<file path="config.mk">
export PLATFORM = sky130hd
export DESIGN_NAME = alu_trace_writer
export DESIGN_NICKNAME = d
export VERILOG_FILES = /design/src/rtl/alu_trace_pkg.sv /design/src/rtl/alu_trace_writer_sync_fifo.sv /design/src/rtl/alu_trace_writer.sv
export SDC_FILE = /design/constraint.sdc
export NUM_CORES = 2
export LEC_CHECK = 0
export CAP_MARGIN = 10
export CORE_MARGIN = 4
export CORE_UTILIZATION = 50
export DETAILED_ROUTE_END_ITERATION = 10
export GPL_TIMING_DRIVEN = 0
export PLACE_DENSITY = 0.67
export SYNTH_ARGS = -nofsm -noshare
export SYNTH_HDL_FRONTEND = slang
export SYNTH_SLANG_ARGS = --single-unit
</file>
<file path="constraint.sdc">
create_clock -name clk -period 16.9 [get_ports clk]
set_clock_uncertainty 0.2 [all_clocks]
set_input_delay 1.69 -clock clk [delete_from_list [all_inputs] [get_ports clk]]
set_output_delay 1.69 -clock clk [all_outputs]
set_load 0.05 [all_outputs]
</file>
<file path="src/rtl/alu_trace_pkg.sv">
// Shared types and record layout for the ALU trace capture path.
// A record is {ovf, zero, F, A, B, Y}, 101 bits, streamed as four 32-bit words.
package alu_trace_pkg;

    localparam int unsigned REC_W    = 101;
    localparam int unsigned WORD_W   = 32;
    localparam int unsigned F_W      = 3;
    localparam int unsigned Y_LSB    = 0;
    localparam int unsigned B_LSB    = 32;
    localparam int unsigned A_LSB    = 64;
    localparam int unsigned F_LSB    = 96;
    localparam int unsigned ZERO_BIT = 99;
    localparam int unsigned OVF_BIT  = 100;

    typedef enum logic [2:0] {IDLE, W0, W1, W2, W3} trace_state_t;
    typedef logic [REC_W-1:0] trace_rec_t;

    function automatic trace_rec_t pack_rec(
        input logic              ovf,
        input logic              zero,
        input logic [F_W-1:0]    f,
        input logic [WORD_W-1:0] a,
        input logic [WORD_W-1:0] b,
        input logic [WORD_W-1:0] y
    );
        return {ovf, zero, f, a, b, y};
    endfunction

endpackage

</file>
<file path="src/rtl/alu_trace_writer_sync_fifo.sv">
// Single-clock FIFO with extra-bit wrap pointers; head entry visible combinationally on rdata.
module sync_fifo #(
    parameter int unsigned WIDTH = 8,
    parameter int unsigned DEPTH = 16
) (
    input  logic             clk,
    input  logic             rst_n,
    input  logic             push,
    input  logic [WIDTH-1:0] wdata,
    input  logic             pop,
    output logic [WIDTH-1:0] rdata,
    output logic             full,
    output logic             empty
);

    localparam int unsigned AW    = $clog2(DEPTH);
    localparam int unsigned PTR_W = AW + 1;

    logic [WIDTH-1:0] mem_q [DEPTH];
    logic [PTR_W-1:0] wptr_q, wptr_d;
    logic [PTR_W-1:0] rptr_q, rptr_d;
    logic             push_ok;
    logic             pop_ok;

    assign full  = (wptr_q[AW] != rptr_q[AW]) && (wptr_q[AW-1:0] == rptr_q[AW-1:0]);
    assign empty = (wptr_q == rptr_q);
    assign rdata = mem_q[rptr_q[AW-1:0]];

    always_comb begin
        push_ok = push && !full;
        pop_ok  = pop && !empty;
        wptr_d  = wptr_q;
        rptr_d  = rptr_q;
        if (push_ok) wptr_d = wptr_q + PTR_W'(1);
        if (pop_ok)  rptr_d = rptr_q + PTR_W'(1);
    end

    always_ff @(posedge clk) begin
        if (!rst_n) begin
            wptr_q <= '0;
            rptr_q <= '0;
        end else begin
            wptr_q <= wptr_d;
            rptr_q <= rptr_d;
        end
    end

    // Storage carries no reset; validity is tracked by the pointers alone.
    always_ff @(posedge clk) begin
        if (push_ok) mem_q[wptr_q[AW-1:0]] <= wdata;
    end

endmodule

</file>
<file path="src/rtl/alu_trace_writer.sv">
// Captures ALU samples into a record FIFO and serializes each record as four
// 32-bit words over valid/ready. Samples are staged one cycle before the FIFO.
module alu_trace_writer
    import alu_trace_pkg::*;
#(
    parameter int unsigned DEPTH = 16,
    parameter int unsigned CNT_W = 32
) (
    input  logic              clk,
    input  logic              rst_n,
    input  logic              cap_valid,
    input  logic [F_W-1:0]    cap_f,
    input  logic [WORD_W-1:0] cap_a,
    input  logic [WORD_W-1:0] cap_b,
    input  logic [WORD_W-1:0] cap_y,
    input  logic              cap_zero,
    input  logic              cap_ovf,
    output logic              out_valid,
    input  logic              out_ready,
    output logic [WORD_W-1:0] out_data,
    output logic              out_last,
    output logic              full,
    output logic              empty,
    output logic [CNT_W-1:0]  rec_count,
    output logic [CNT_W-1:0]  drop_count
);

    logic              stage_vld_q, stage_vld_d;
    trace_rec_t        stage_rec_q, stage_rec_d;
    trace_state_t      state_q, state_d;
    trace_rec_t        rec_q, rec_d;
    logic              out_valid_q, out_valid_d;
    logic              out_last_q, out_last_d;
    logic [WORD_W-1:0] out_data_q, out_data_d;
    logic [CNT_W-1:0]  rec_count_q, rec_count_d;
    logic [CNT_W-1:0]  drop_count_q, drop_count_d;

    logic              fifo_push;
    logic              fifo_pop;
    trace_rec_t        fifo_rdata;
    logic              fifo_full;
    logic              fifo_empty;

    sync_fifo #(
        .WIDTH (REC_W),
        .DEPTH (DEPTH)
    ) u_fifo (
        .clk   (clk),
        .rst_n (rst_n),
        .push  (fifo_push),
        .wdata (stage_rec_q),
        .pop   (fifo_pop),
        .rdata (fifo_rdata),
        .full  (fifo_full),
        .empty (fifo_empty)
    );

    // Capture: the staged sample is pushed or dropped against the registered full flag.
    always_comb begin
        stage_vld_d  = cap_valid;
        stage_rec_d  = pack_rec(cap_ovf, cap_zero, cap_f, cap_a, cap_b, cap_y);
        fifo_push    = stage_vld_q && !fifo_full;
        rec_count_d  = rec_count_q + CNT_W'(fifo_push);
        drop_count_d = drop_count_q;
        if (stage_vld_q && fifo_full && (drop_count_q != '1)) begin
            drop_count_d = drop_count_q + CNT_W'(1);
        end
    end

    // Serializer: outputs are registered from the next state so they track state_q exactly.
    always_comb begin
        state_d    = state_q;
        rec_d      = rec_q;
        fifo_pop   = 1'b0;
        out_data_d = '0;
        case (state_q)
            IDLE: begin
                if (!fifo_empty) begin
                    fifo_pop = 1'b1;
                    rec_d    = fifo_rdata;
                    state_d  = W0;
                end
            end
            W0: if (out_ready) state_d = W1;
            W1: if (out_ready) state_d = W2;
            W2: if (out_ready) state_d = W3;
            W3: begin
                if (out_ready) begin
                    if (!fifo_empty) begin
                        fifo_pop = 1'b1;
                        rec_d    = fifo_rdata;
                        state_d  = W0;
                    end else begin
                        state_d = IDLE;
                    end
                end
            end
            default: state_d = IDLE;
        endcase

        out_valid_d = (state_d != IDLE);
        out_last_d  = (state_d == W3);
        case (state_d)
            W0:      out_data_d = WORD_W'({rec_d[OVF_BIT], rec_d[ZERO_BIT], rec_d[F_LSB +: F_W]});
            W1:      out_data_d = rec_d[A_LSB +: WORD_W];
            W2:      out_data_d = rec_d[B_LSB +: WORD_W];
            W3:      out_data_d = rec_d[Y_LSB +: WORD_W];
            default: out_data_d = '0;
        endcase
    end

    always_ff @(posedge clk) begin
        if (!rst_n) begin
            stage_vld_q  <= 1'b0;
            stage_rec_q  <= '0;
            state_q      <= IDLE;
            rec_q        <= '0;
            out_valid_q  <= 1'b0;
            out_last_q   <= 1'b0;
            out_data_q   <= '0;
            rec_count_q  <= '0;
            drop_count_q <= '0;
        end else begin
            stage_vld_q  <= stage_vld_d;
            stage_rec_q  <= stage_rec_d;
            state_q      <= state_d;
            rec_q        <= rec_d;
            out_valid_q  <= out_valid_d;
            out_last_q   <= out_last_d;
            out_data_q   <= out_data_d;
            rec_count_q  <= rec_count_d;
            drop_count_q <= drop_count_d;
        end
    end

    assign out_valid  = out_valid_q;
    assign out_last   = out_last_q;
    assign out_data   = out_data_q;
    assign full       = fifo_full;
    assign empty      = fifo_empty;
    assign rec_count  = rec_count_q;
    assign drop_count = drop_count_q;

endmodule

</file>
==> impl_metrics.tcl <==
set metrics [dict create \
    cts.sinks 1934 \
    whs_ns 0.261 \
    cts.reportedPaths.clkPinSlew_ns 0.06 \
    drcViolationCount 0 \
    ys_types 56 \
    final_cell_mix "edfxtp_1, mux4_2, dfxtp_1, nand2_1, clkdlybuf4s50_1" \
    die-area_um2 150000 \
    synthArstFlopShare_pct 0 \
    grt_pass1_vias 36300 \
    grt_pass1_wl_um 264000 \
    ys_seq_elements 1934 \
    cts_made_buffers 189 \
    fin_crit_sh_pct 30.6 \
    final_layout_size_suffix_gt1_share_pct 24.2 \
    cts_root_buf "clkbuf_16" \
    overflow 0 \
    clk_latency_ns 0.81 \
    clockBufferDepth 3 \
    drt_iter0_markers 5168 \
    wire_per_inst_um 30.2 \
    syn_nets 3611 \
    startpoint_type "flip-flop" \
    ant_nets 0 \
    ir_drop_mv 0.113 \
    dpl_cell_area_um2 78400 \
    end_kind "output pin" \
    port_buffers 204 \
    max_freq_mhz 194 \
    hpwl_um 121000 \
    start_util_pct 50.5 \
    place_congestion 0.898 \
    grt_start_max_net_pins 23 \
    layout_min_cycle_time_ns 5.16 \
    core_area_um2 142000 \
    fin_nets 4131 \
    p_per_area_nw_per_um2 138 \
    antenna_found_initial 7 \
    drv_slew 0 \
    cts_resized 0 \
    first_pass_iters 9 \
    cts_setup_buffers 0 \
    ios 205 \
    cp.arrival_ns 3.27 \
    syn-instance-count 3498 \
    finalSetupViolCount 0 \
    criticalPathCategory "flip-flop to output pin" \
    cts_tree "built" \
    fp-row-count 138 \
    postSynthAreaPerCell_um2 20.5 \
    grt_usage_pct 24.6 \
    status "finished clean" \
    cts.htree.levels 4 \
    maxSlewHeadroom_pct 18.9 \
    hold_viol 0 \
    max-cap-violations 0 \
    crit_path_max_fanout 10 \
    vias 36700 \
    final_common_cell "edfxtp_1" \
    hold_class "flip-flop to flip-flop" \
    ys_warn_count 0 \
    leakagePower_uw 0.0267 \
    synthFlopType "edfxtp_1" \
    ys_seq_area_share_pct 76.5 \
    die_w_um 387 \
    syn-cell-area_um2 71800 \
    stdcell_area_um2 84700 \
    postCtsHoldBufs 0 \
    tightest_slew_ns 1.22 \
    wirelength_um 183000 \
    synth-edff-count 1616 \
    area_growth_pct 18.0 \
    critical_path_required_ns 15.01 \
    rsz0062_at_grt "false" \
    viasPerCell 6.04 \
    die_height_um 387 \
]
[cell usage after synthesis (all sizes together) (4+ instances only)]
master,count,area share [%]
or4,8,0.089
nand2b,9,0.078
and2,109,0.95
o21ai,9,0.063
or3,9,0.078
xor2,26,0.32
and3,5,0.044
clkbuf,101,0.53
dfxtp,318,8.9
mux4,500,16
nand2,253,1.3
a21oi,112,0.79
a222oi,27,0.38
o211ai,10,0.11
buf,88,0.62
ha,8,0.14
and4,4,0.049
nor2,111,0.58
edfxtp,1616,68
nor4,9,0.12
nor3,19,0.15
a22oi,7,0.073
xnor2,32,0.39
nand3,35,0.24
nand4,18,0.17
o31ai,5,0.071
inv,18,0.094
[state kept, by name, indices dropped and copies added, names as in the netlist, 3 cells and up, named ones only]
signal and count:
out_data 32, u_fifo.mem_q 1616, state_q 3, stage_rec_q 101
drop_count 32, u_fifo.wptr_q 5, rec_count 32, u_fifo.rptr_q 5
rec_q 101
[report_power, final]
| group | total [uW] | switching, uW | leakage, uW | internal [uW] |
|---|---|---|---|---|
| registers | 5420 | 129 | 0.0174 | 5290 |
| logic | 2030 | 1130 | 0.00618 | 902 |
| clock network | 4260 | 1760 | 0.00310 | 2490 |
[path summary, 6_finish.rpt]
kind	start	endpoint	slack, ns	cells after the start
worst min register to register	rec_q[58]	rec_q[58]	0.26	2
worst min-delay path	rec_q[58]	rec_q[58]	0.26	2
worst max-delay path	u_fifo.wptr_q[2]	full	11.74	5
worst max register to register	flip-flop	rec_q[69]	13.00	7
[worst max-delay path, cell delays in order (launching register included)]
cell and delay [ns]:
dfxtp_1 0.31, buf_2 0.25, xnor2_1 0.16, nand4_2 0.37, nor2_1 0.47, clkdlybuf4s50_1 0.90
[stage by stage]
stage / cells / setup TNS (ns) / power, uW / worst slack, ns / utilization (%)
after floorplan: 3498 / 0 / 6840 / 7.97 / -
after global placement: 5592 / -723.52 / 7540 / -1.87 / 53.6
after detailed placement: 5717 / 0 / 7560 / 12.39 / 55.1
after CTS: 6073 / 0 / 11800 / 11.64 / 59.6
after global routing: 6073 / 0 / 12100 / 11.67 / 59.6
final: 6075 / 0 / 11700 / 11.74 / 59.6
[area by class of cell]
class | instances | area (um^2)
Inverter | 19 | 71.3
Tap cell | 1890 | 2360
Clock inverter | 104 | 1040
Buffer | 189 | 828
Antenna cell | 2 | 5.00
Timing Repair Buffer | 329 | 4110
Fill cell | 10100 | 57400
Multi-Input combinational cell | 1356 | 16100
Clock buffer | 252 | 5260
Sequential cell | 1934 | 54900
[cell families (layout without fill, tap and decap cells)]
logic type	after synthesis	in the layout	share of synthesized area [%]
flops	1934	1934	76.5
simple gates	596	596	3.96
mux	505	505	15.8
buf+inv	208	893	1.25
compound gates	189	189	1.72
xor+xnor	58	58	0.708
fa+ha+maj	8	8	0.139
other cells	0	2	0
[layer usage]
| metal | vias to the layer above | part of all wire [%] | global-route usage (%) |
|---|---|---|---|
| met2 | 1919 | 47 | 37.4 |
| met1 | 19300 | 40 | 36.2 |
| met4 | 4 | 3.0 | 7.34 |
| li1 | 15200 | - | - |
| met5 | - | 0.013 | 0 |
| met3 | 264 | 10 | 5.35 |
Power figures use the tool's default switching activity.
